**src/rtl/tdm_pkg.sv**
```systemverilog
// Shared types and constants for the 4-channel TDM demultiplexer.
// The slot type is the 2-bit position of a word within a frame.
package tdm_pkg;

  localparam int N_CH  = 4;
  localparam int N_BUF = N_CH - 1;

  typedef enum logic {
    HUNT = 1'b0,
    SYNC = 1'b1
  } state_t;

  typedef logic [1:0] slot_t;

  localparam slot_t SLOT_FIRST = 2'd0;
  localparam slot_t SLOT_LAST  = slot_t'(N_CH - 1);

  function automatic slot_t slot_inc(input slot_t s);
    return s + 2'd1;
  endfunction

endpackage

```
**src/rtl/slot_counter.sv**
```systemverilog
// Modulo-4 slot position counter with a force-to-1 load.
// A word accepted as slot 0 is consumed in that same cycle, so the counter jumps straight to 1.
module slot_counter
  import tdm_pkg::*;
(
  input  logic  clk,
  input  logic  rst,
  input  logic  inc,
  input  logic  load1,
  output slot_t cnt
);

  always_ff @(posedge clk or posedge rst) begin
    if (rst) begin
      cnt <= SLOT_FIRST;
    end else if (load1) begin
      cnt <= 2'd1;
    end else if (inc) begin
      cnt <= slot_inc(cnt);
    end
  end

endmodule

```
**src/rtl/tdm_demux4.sv**
```systemverilog
// Four-channel TDM demultiplexer: aligns on sof, buffers slots 0..2,
// and publishes a full frame on the slot-3 word as one registered 4-word output.
//
//   state | meaning
//   ------+------------------------------------------------------------
//   HUNT  | not aligned; words without sof are dropped silently
//   SYNC  | aligned; slot counter tracks the next expected word
module tdm_demux4
  import tdm_pkg::*;
#(
  parameter int W = 8
) (
  input  logic         clk,
  input  logic         rst,
  input  logic [W-1:0] din,
  input  logic         din_valid,
  input  logic         sof,
  output logic [W-1:0] out0,
  output logic [W-1:0] out1,
  output logic [W-1:0] out2,
  output logic [W-1:0] out3,
  output logic         out_valid,
  output logic [1:0]   slot,
  output logic         locked,
  output logic         frame_err
);

  state_t             r_state;
  logic [W-1:0]       r_buf [N_BUF];

  state_t             w_nxt_state;
  logic               w_inc;
  logic               w_load1;
  logic [N_BUF-1:0]   w_buf_we;
  logic               w_ld_out;
  logic               w_err;
  slot_t              w_slot;

  slot_counter u_slot_counter (
    .clk   (clk),
    .rst   (rst),
    .inc   (w_inc),
    .load1 (w_load1),
    .cnt   (w_slot)
  );

  assign slot = w_slot;

  always_ff @(posedge clk or posedge rst) begin
    if (rst) begin
      r_state <= HUNT;
    end else begin
      r_state <= w_nxt_state;
    end
  end

  always_comb begin
    w_nxt_state = r_state;
    w_inc       = 1'b0;
    w_load1     = 1'b0;
    w_buf_we    = '0;
    w_ld_out    = 1'b0;
    w_err       = 1'b0;

    if (din_valid) begin
      unique case (r_state)
        HUNT: begin
          if (sof) begin
            w_buf_we[0] = 1'b1;
            w_load1     = 1'b1;
            w_nxt_state = SYNC;
          end
        end
        SYNC: begin
          if (sof) begin
            // Any sof restarts the frame; mid-frame it also flags the dropped partial frame.
            w_buf_we[0] = 1'b1;
            w_load1     = 1'b1;
            w_err       = (w_slot != SLOT_FIRST);
          end else begin
            unique case (w_slot)
              2'd0: begin
                w_err       = 1'b1;
                w_nxt_state = HUNT;
              end
              2'd1: begin
                w_buf_we[1] = 1'b1;
                w_inc       = 1'b1;
              end
              2'd2: begin
                w_buf_we[2] = 1'b1;
                w_inc       = 1'b1;
              end
              default: begin
                w_ld_out = 1'b1;
                w_inc    = 1'b1;
              end
            endcase
          end
        end
        default: w_nxt_state = HUNT;
      endcase
    end
  end

  always_ff @(posedge clk or posedge rst) begin
    if (rst) begin
      for (int i = 0; i < N_BUF; i++) begin
        r_buf[i] <= '0;
      end
    end else begin
      for (int i = 0; i < N_BUF; i++) begin
        if (w_buf_we[i]) begin
          r_buf[i] <= din;
        end
      end
    end
  end

  always_ff @(posedge clk or posedge rst) begin
    if (rst) begin
      out0      <= '0;
      out1      <= '0;
      out2      <= '0;
      out3      <= '0;
      out_valid <= 1'b0;
      frame_err <= 1'b0;
      locked    <= 1'b0;
    end else begin
      if (w_ld_out) begin
        out0 <= r_buf[0];
        out1 <= r_buf[1];
        out2 <= r_buf[2];
        out3 <= din;
      end
      out_valid <= w_ld_out;
      frame_err <= w_err;
      locked    <= (w_nxt_state == SYNC);
    end
  end

endmodule

```
**config.mk**
```make
export PLATFORM = sky130hd
export DESIGN_NAME = tdm_demux4
export DESIGN_NICKNAME = d
export VERILOG_FILES = /design/src/rtl/tdm_pkg.sv /design/src/rtl/slot_counter.sv /design/src/rtl/tdm_demux4.sv
export SDC_FILE = /design/constraint.sdc
export NUM_CORES = 1
export LEC_CHECK = 0
export CAP_MARGIN = 30
export CELL_PAD_IN_SITES_DETAIL_PLACEMENT = 2
export CELL_PAD_IN_SITES_GLOBAL_PLACEMENT = 2
export CORE_MARGIN = 1
export CORE_UTILIZATION = 39
export CTS_CLUSTER_SIZE = 16
export DETAILED_ROUTE_END_ITERATION = 10
export GPL_TIMING_DRIVEN = 0
export PLACE_DENSITY = 0.84
export SKIP_LAST_GASP = 1
export SYNTH_ARGS = -nofsm -noshare
export SYNTH_HDL_FRONTEND = slang
export SYNTH_HIERARCHICAL = 1
export SYNTH_SLANG_ARGS = --single-unit
```
**constraint.sdc**
```tcl
create_clock -name clk -period 3 [get_ports clk]
set_clock_uncertainty 0.15 [all_clocks]
set_input_delay 0.45 -clock clk [delete_from_list [all_inputs] [get_ports clk]]
set_output_delay 0.45 -clock clk [all_outputs]
set_load 0.02 [all_outputs]
```
==> flow_metrics.tcl, run 1 <==
set metrics [dict create \
    run_status "finished, final reports clean" \
    drive_gt1_share_pct 39.2 \
    core.rowCount 28 \
    cts.repair.resized 0 \
    setup.worst_path.end_class "primary output" \
    global_route_wire_length_before_repair_um 9650 \
    maxSlewHeadroom_pct 65.4 \
    via_per_inst 5.06 \
    cp_data_required_time_ps 2400 \
    seq_area_mm2 0.00153 \
    number_of_global_route_vias_before_repair 1705 \
    globalRoute.totalOverflow 0 \
    drt_iter0_drc 47 \
    slew_violations 0 \
    total_leakage_power_nw 1.58 \
    clk_root_buffer_cell "sky130_fd_sc_hd__clkbuf_8" \
    cap_viol_max_count 0 \
    io-pin-count 49 \
    r2r_start "u_slot_counter/cnt[0]" \
    initial_utilization_pct 41.4 \
    hold_violations 0 \
    grt_setup_unrepaired "false" \
    level_count_of_the_clock_h_tree 3 \
    type_of_element_launching_the_critical_path "flip-flop" \
    numCtsBuffers 9 \
    post_synth_num_cell_types 20 \
    place.gp.congestion 0.750 \
    cellPowerDensity_mw_per_mm2 1060 \
    grt_util_all_layers_pct 20.8 \
    chipWidth_um 82.2 \
    synthesis.instances 147 \
    portBuffers 47 \
    worst_pin_slew_ps 517 \
    fillers 577 \
    timing.final.crit_share_pct 69.8 \
    synth.ff_latch_count 61 \
    clk_latency_ps 330 \
    cts-root-to-sink-buffers 2 \
    final_design_area_no_fill_mm2 0.00327 \
    worstRegToRegCells 5 \
    pin_count_of_the_biggest_net_entering_global_routing 42 \
    dpl_hpwl_um 4010 \
    worst-path-buf-inv 1 \
    min_period_ps 2090 \
    timing.rr.end "u_slot_counter/cnt[1]" \
    finalPower_mw 3.48 \
    postRouteWirelength_um 6010 \
    path_delay_family "buffers and inverters" \
    placed_cell_count 270 \
    total_placed_instance_area_mm2 0.00309 \
    diodes 0 \
    timing.reg2reg.setup_slack_ps 1050 \
    clk_transition_reported_paths_ps 60 \
    fp.coreArea_mm2 0.00606 \
    pre_cts_slack_ps 662 \
    finalNonFillerCells 284 \
    timing.final.setup_violations 0 \
    cts_tree "built" \
    synth_fp_nets 161 \
    crit_path_setup_slack_layout_ps 907 \
    maximum_clock_rate_mhz 478 \
    detail_route.first_pass.iterations 4 \
    finish.net_count 220 \
    cts-hold-fix-buffers 0 \
    routedWlPerCell_um 21.2 \
    synth-warning-count 6 \
    critical_path.cell_chain "clkdlybuf4s50_1" \
    drt_drc_violations_left 0 \
    crit_slowest_cell "sky130_fd_sc_hd__clkdlybuf4s50_1" \
    vias 1437 \
    worst-setup-path-type "reg2out" \
    design.die.area_mm2 0.00675 \
    ant_nets 0 \
    worst_vdd_ir_v 0.000448 \
    post-cts-setup-buffer-count 0 \
    arrival_ps 1490 \
    synth_sequential_area_ratio_pct 60.9 \
    critical_path.max_fanout 7 \
    multiInputGateArea_um2 903 \
    timing.critical_path.slowest_cell_delay_ps 670 \
    synthesis.area_mm2 0.00251 \
    min-delay-path-class "in2async" \
    cts.sink_count 61 \
    initial_antenna_violation_count 0 \
    syn_avg_cell_area_um2 17.0 \
    flow.area_growth_from_synthesis_pct 30.5 \
    height_of_the_die_um 82.2 \
    crit_cells 1 \
]
## cell usage after synthesis
master	number	area, um2
sky130_fd_sc_hd__and2_4	1	8.76
sky130_fd_sc_hd__and2b_1	1	7.51
sky130_fd_sc_hd__and4b_1	2	20.0
sky130_fd_sc_hd__ha_1	2	25.0
sky130_fd_sc_hd__a31oi_1	1	6.26
sky130_fd_sc_hd__nand4_4	1	21.3
sky130_fd_sc_hd__buf_6	3	33.8
sky130_fd_sc_hd__mux2_4	30	450
sky130_fd_sc_hd__or2_2	1	6.26
sky130_fd_sc_hd__mux2_2	27	304
sky130_fd_sc_hd__o21bai_2	1	11.3
sky130_fd_sc_hd__dfrtp_1	61	1530
sky130_fd_sc_hd__nor2b_4	1	13.8
sky130_fd_sc_hd__inv_1	6	22.5
sky130_fd_sc_hd__buf_4	2	15.0
sky130_fd_sc_hd__and3_1	2	12.5
sky130_fd_sc_hd__nand2_1	1	3.75
sky130_fd_sc_hd__nor2_1	2	7.51
sky130_fd_sc_hd__buf_2	1	5.00
sky130_fd_sc_hd__a21oi_1	1	5.00
## layout by cell type, fill, tap and decap left out
cell / n
sky130_fd_sc_hd__clkbuf_8: 10
sky130_fd_sc_hd__a31oi_1: 1
sky130_fd_sc_hd__nor2_1: 2
sky130_fd_sc_hd__clkbuf_1: 2
sky130_fd_sc_hd__and2b_1: 1
sky130_fd_sc_hd__inv_1: 5
sky130_fd_sc_hd__and2_4: 1
sky130_fd_sc_hd__clkinv_2: 1
sky130_fd_sc_hd__a21oi_1: 1
sky130_fd_sc_hd__nand2_1: 1
sky130_fd_sc_hd__inv_2: 1
sky130_fd_sc_hd__buf_6: 3
sky130_fd_sc_hd__clkdlybuf4s50_1: 47
sky130_fd_sc_hd__and4b_1: 2
sky130_fd_sc_hd__buf_4: 2
sky130_fd_sc_hd__bufinv_16: 1
sky130_fd_sc_hd__and3_1: 2
sky130_fd_sc_hd__buf_12: 1
sky130_fd_sc_hd__nand4_4: 1
sky130_fd_sc_hd__dfrtp_1: 61
sky130_fd_sc_hd__ha_1: 2
sky130_fd_sc_hd__nor2b_4: 1
sky130_fd_sc_hd__o21bai_2: 1
sky130_fd_sc_hd__or2_2: 1
sky130_fd_sc_hd__buf_2: 1
sky130_fd_sc_hd__mux2_2: 27
sky130_fd_sc_hd__mux2_4: 30
## where the power goes
group          switching (mW)  leakage (nW)  internal, mW
clock network           0.296        0.0923         0.396
logic                   0.588         0.734         0.812
registers               0.232         0.756          1.15
total                    1.12          1.58          2.36
## logic make-up after synthesis
kind of cell               synth area share (%)
AOI/OAI and AO/OA                         0.899
DFF                                        60.9
adders and majority gates                 0.998
muxes                                      30.1
buffers and inverters                      3.04
and+or+nand+nor                            4.04
## routing by layer
| layer | vias up | part of all wire [%] | global-route usage [%] |
|---|---|---|---|
| met5 | - | 0 | 0 |
| met4 | 0 | 2.4 | 10.7 |
| met3 | 16 | 3.3 | 4.07 |
| met2 | 43 | 52 | 35.4 |
| met1 | 747 | 42 | 25.1 |
| li1 | 631 | - | - |
## worst register-to-register path: cells and delay by family (launching register included)
| kind | cells | cell delay, ps |
|---|---|---|
| mux | 1 | 290 |
| simple gates | 3 | 740 |
| flops | 1 | 470 |
| fa+ha+maj | 1 | 190 |
## per-stage QoR
stage	TNS, ps	util, %	hold WS, ps
after floorplan	0	-	41.2
after global placement	-166	50.7	336
after detailed placement	0	51.0	343
after CTS	0	54.0	180
after global routing	0	54.0	191
final	0	54.0	194
## state kept, by name (all words and copies together) (netlist names)
| register | count |
|---|---|
| r_buf | 24 |
| out0 | 8 |
| out1 | 8 |
| out2 | 8 |
| out3 | 8 |
| u_slot_counter/cnt | 2 |
| frame_err | 1 |
| locked | 1 |
| out_valid | 1 |
## layout make-up
cell class | count | area share [%]
Sequential cell | 61 | 46.7
Multi-Input combinational cell | 74 | 27.6
Timing Repair Buffer | 48 | 15.0
Clock buffer | 12 | 4.44
Tap cell | 75 | 2.87
Buffer | 6 | 1.64
Clock inverter | 2 | 1.07
Inverter | 6 | 0.689
## worst max-delay path by stage
stage                          startpoint               endpoint  slack (ps)
floorplan                             rst              frame_err         940
global placement                      rst                out3[3]          -5
detailed placement                    sof  u_slot_counter/cnt[1]         660
CTS                 u_slot_counter/cnt[0]                slot[0]         900
global route        u_slot_counter/cnt[1]                slot[1]         860
finish              u_slot_counter/cnt[1]                slot[1]         910
No activity file was read; power rests on OpenSTA's default activity.
==> run 2, diff against run 1 <==
CORE_UTILIZATION = 36   (was 39)
PLACE_DENSITY = 0.79   (was 0.84)
clock period = 2.1 ns   (was 3 ns; I/O delays follow)
==> flow_metrics.tcl, run 2 (synthesis gave the netlist of run 1 again) <==
set metrics [dict create \
    run_status "finished, final reports clean" \
    critical_path.cell_chain "clkdlybuf4s50_1" \
    hold_violations 0 \
    drive_gt1_share_pct 39.8 \
    total_leakage_power_nw 1.59 \
    detail_route.first_pass.iterations 4 \
    setup.worst_path.end_class "primary output" \
    regMostFlops "r_buf" \
    cts-root-to-sink-buffers 2 \
    flow.area_growth_from_synthesis_pct 31.3 \
    height_of_the_die_um 85.4 \
    arrival_ps 1500 \
    initial_utilization_pct 37.1 \
    portBuffers 47 \
    timing.critical_path.slowest_cell_delay_ps 660 \
    largest_register_ffs 24 \
    timing.final.setup_violations 0 \
    pin_count_of_the_biggest_net_entering_global_routing 43 \
    chipWidth_um 85.4 \
    timing.final.crit_share_pct 93.4 \
    cts.repair.resized 0 \
    globalRoute.totalOverflow 0 \
    finalNonFillerCells 291 \
    path_delay_family "buffers and inverters" \
    min-delay-path-class "in2async" \
    clk_root_buffer_cell "sky130_fd_sc_hd__clkbuf_8" \
    most-common-layout-cells "sky130_fd_sc_hd__dfrtp_1 (61), sky130_fd_sc_hd__clkdlybuf4s50_1 (47), sky130_fd_sc_hd__mux2_4 (30), sky130_fd_sc_hd__mux2_2 (27), sky130_fd_sc_hd__clkbuf_8 (10)" \
    cts-hold-fix-buffers 0 \
    vias 1437 \
    grt_util_all_layers_pct 17.9 \
    clk_latency_ps 330 \
    io-pin-count 49 \
    cts_tree "built" \
    worst-path-buf-inv 1 \
    multiInputGateArea_um2 903 \
    worst_vdd_ir_v 0.000595 \
    r2r_start "u_slot_counter/cnt[0]" \
    diodes 0 \
    cellPowerDensity_mw_per_mm2 1510 \
    cp_data_required_time_ps 1630 \
    critical_path.max_fanout 7 \
    design.die.area_mm2 0.00730 \
    level_count_of_the_clock_h_tree 3 \
    clk_transition_reported_paths_ps 60 \
    timing.hold.ws_ps 86.7 \
    min_period_ps 1960 \
    maxSlewHeadroom_pct 63.2 \
    finish.net_count 220 \
    worst-setup-path-type "reg2out" \
    slew_violations 0 \
    dpl_hpwl_um 3960 \
    crit_slowest_cell "sky130_fd_sc_hd__clkdlybuf4s50_1" \
    final_core_utilization_pct 48.7 \
    core.rowCount 30 \
    final_common_cell "sky130_fd_sc_hd__dfrtp_1" \
    cts.sink_count 61 \
    grt_setup_unrepaired "false" \
    seq_area_mm2 0.00153 \
    worst_pin_slew_ps 551 \
    total_placed_instance_area_mm2 0.00310 \
    fp.coreArea_mm2 0.00676 \
    routedWlPerCell_um 19.7 \
    cap_viol_max_count 0 \
    pre_cts_slack_ps -131 \
    timing.rr.end "u_slot_counter/cnt[1]" \
    place.gp.congestion 0.731 \
    global_route_wire_length_before_repair_um 9540 \
    post-cts-setup-buffer-count 0 \
    postRouteWirelength_um 5720 \
    setup-tns-final_ps 0 \
    placed_cell_count 275 \
    maximum_clock_rate_mhz 510 \
    number_of_global_route_vias_before_repair 1744 \
    final_design_area_no_fill_mm2 0.00329 \
    timing.reg2reg.setup_slack_ps 160 \
    fillers 639 \
    drt_drc_violations_left 0 \
    crit_path_setup_slack_layout_ps 139 \
    finalPower_mw 4.97 \
    type_of_element_launching_the_critical_path "flip-flop" \
    via_per_inst 4.94 \
    ant_nets 0 \
    initial_antenna_violation_count 0 \
    worstRegToRegCells 5 \
    numCtsBuffers 9 \
    drt_iter0_drc 23 \
]
-- run 2: cell count changes in the layout (fill, tap and decap cells not counted) --
cell and change:
sky130_fd_sc_hd__clkinvlp_4 +1, sky130_fd_sc_hd__clkinv_2 +1
-- run 2: power breakdown --
part / internal (mW) / switching [mW]
clock: 0.577 / 0.447
combinational: 1.16 / 0.824
sequential: 1.64 / 0.322
-- run 2: routing by layer --
layer | vias up | global-route usage [%] | share of wire, %
met5 | - | 0 | 0
met4 | 0 | 5.76 | 1.3
met3 | 11 | 5.93 | 3.9
met2 | 38 | 31.8 | 53
met1 | 760 | 20.3 | 42
li1 | 628 | - | -
-- run 2: cell type report --
cell class / instances / area share (%)
Tap cell: 80 / 3.04
Timing Repair Buffer: 48 / 14.9
Clock inverter: 4 / 1.45
Sequential cell: 61 / 46.4
Inverter: 6 / 0.685
Buffer: 6 / 1.64
Clock buffer: 12 / 4.41
Multi-Input combinational cell: 74 / 27.5
-- run 2: worst max path at each step --
stage,start,to,slack (ps),depth (start not counted)
6_report,u_slot_counter/cnt[1],slot[1],140,1
5_1_grt,u_slot_counter/cnt[1],slot[1],80,1
3_3_place_gp,rst,out2[1],-800,2
2_1_floorplan,rst,frame_err,180,1
3_5_place_dp,sof,u_slot_counter/cnt[1],-130,5
4_1_cts,u_slot_counter/cnt[1],slot[1],130,1
==> run 3, diff against run 2 <==
RECOVER_POWER = 25   (was unset)
==> flow_metrics.tcl, run 3 (synthesis gave the netlist of run 1 again) <==
set metrics [dict create \
    place.gp.congestion 0.731 \
    multiInputGateArea_um2 903 \
    flow.area_growth_from_synthesis_pct 30.8 \
    cellPowerDensity_mw_per_mm2 1520 \
    clk_latency_ps 330 \
    postRouteWirelength_um 5730 \
    min_period_ps 1960 \
    core.rowCount 30 \
    diodes 0 \
    worstRegToRegCells 5 \
    pre_cts_slack_ps -131 \
    maxSlewHeadroom_pct 54.3 \
    height_of_the_die_um 85.4 \
    worst_vdd_ir_v 0.000595 \
    numCtsBuffers 9 \
    slew_violations 0 \
    cts-hold-fix-buffers 0 \
    worst-setup-path-type "reg2out" \
    setup.worst_path.end_class "primary output" \
    routedWlPerCell_um 19.7 \
    finish.net_count 220 \
    fillers 641 \
    vias 1447 \
    level_count_of_the_clock_h_tree 3 \
    cap_viol_max_count 0 \
    critical_path.cell_chain "clkdlybuf4s50_1" \
    grt_use_met1_pct 20.3 \
    grt_busiest_layer "met2" \
    pin_count_of_the_biggest_net_entering_global_routing 43 \
    crit_path_setup_slack_layout_ps 139 \
    timing.final.crit_share_pct 93.4 \
    grt.met3_usage_pct 5.93 \
    timing.critical_path.slowest_cell_delay_ps 660 \
    min-delay-path-class "in2reg" \
    arrival_ps 1500 \
    drt_drc_violations_left 0 \
    crit_slowest_cell "sky130_fd_sc_hd__clkdlybuf4s50_1" \
    dpl_hpwl_um 3960 \
    globalRoute.totalOverflow 0 \
    clk_root_buffer_cell "sky130_fd_sc_hd__clkbuf_8" \
    worst-path-buf-inv 1 \
    ant_nets 0 \
    clk_transition_reported_paths_ps 60 \
    seq_area_mm2 0.00153 \
    total_leakage_power_nw 1.58 \
    regMostFlops "r_buf" \
    initial_antenna_violation_count 0 \
    largest_register_ffs 24 \
    worst_pin_slew_ps 685 \
    drt_iter0_drc 28 \
    critical_path.max_fanout 7 \
    grt_setup_unrepaired "false" \
    design.die.area_mm2 0.00730 \
    drive_gt1_share_pct 39.3 \
    cts_tree "built" \
    run_status "finished, final reports clean" \
    cts.sink_count 61 \
    via_per_inst 4.97 \
    grt_util_all_layers_pct 17.9 \
    cts.repair.resized 0 \
    initial_utilization_pct 37.1 \
    chipWidth_um 85.4 \
    groute.layer.met2.usage_pct 31.8 \
    portBuffers 47 \
    timing.reg2reg.setup_slack_ps 160 \
    final_common_cell "sky130_fd_sc_hd__dfrtp_1" \
    cp_data_required_time_ps 1630 \
    number_of_global_route_vias_before_repair 1744 \
    worstHoldPathCells 2 \
    hold_violations 0 \
    path_delay_family "buffers and inverters" \
    type_of_element_launching_the_critical_path "flip-flop" \
    timing.final.setup_violations 0 \
    cts-root-to-sink-buffers 2 \
    detail_route.first_pass.iterations 4 \
    maximum_clock_rate_mhz 510 \
    most-common-layout-cells "sky130_fd_sc_hd__dfrtp_1 (61), sky130_fd_sc_hd__clkdlybuf4s50_1 (46), sky130_fd_sc_hd__mux2_4 (30), sky130_fd_sc_hd__mux2_2 (27), sky130_fd_sc_hd__clkbuf_8 (10)" \
    io-pin-count 49 \
    post-cts-setup-buffer-count 0 \
    final_core_utilization_pct 48.5 \
    fp.coreArea_mm2 0.00676 \
    crit_cells 1 \
    global_route_wire_length_before_repair_um 9540 \
]
run 3: worst paths after layout:
kind,start,endpoint
min in group asynchronous,rst,u_slot_counter/cnt[1]
max in group asynchronous,rst,out3[6]
setup / recovery,u_slot_counter/cnt[1],slot[1]
setup reg to reg,u_slot_counter/cnt[0],u_slot_counter/cnt[1]
hold reg to reg,r_buf[4],out2[4]
hold / removal,din_valid,locked
run 3: cell type report:
type	instances	area share, %
repair buffers	48	14.6
clock buffers	12	4.43
well taps	80	3.05
flip-flops and latches	61	46.6
inverters	6	0.687
clock inverters	4	1.45
multi-input cells	74	27.6
plain buffers	6	1.64
run 3: per-layer routing:
layer	up-vias	share of wire, %
met2	38	53
met1	770	41
met4	0	1.3
met5	-	0
li1	628	-
met3	11	3.8
run 3: through the flow:
stage	total power, mW	TNS [ps]	area, um2	hold WS, ps	cells
final	4.97	0	3280	149	291
after global routing	5.24	0	3280	149	291
after floorplan	3.07	0	2510	-93.8	147
after CTS	5.06	0	3290	66.3	291
after detailed placement	4.00	-131	3100	345	275
after global placement	3.86	-47280	3080	336	274
run 3: where the power goes:
part	internal (mW)	switching (mW)	total, mW
registers	1.64	0.322	1.97
logic	1.16	0.823	1.98
clock network	0.577	0.447	1.02
total	3.38	1.59	4.97
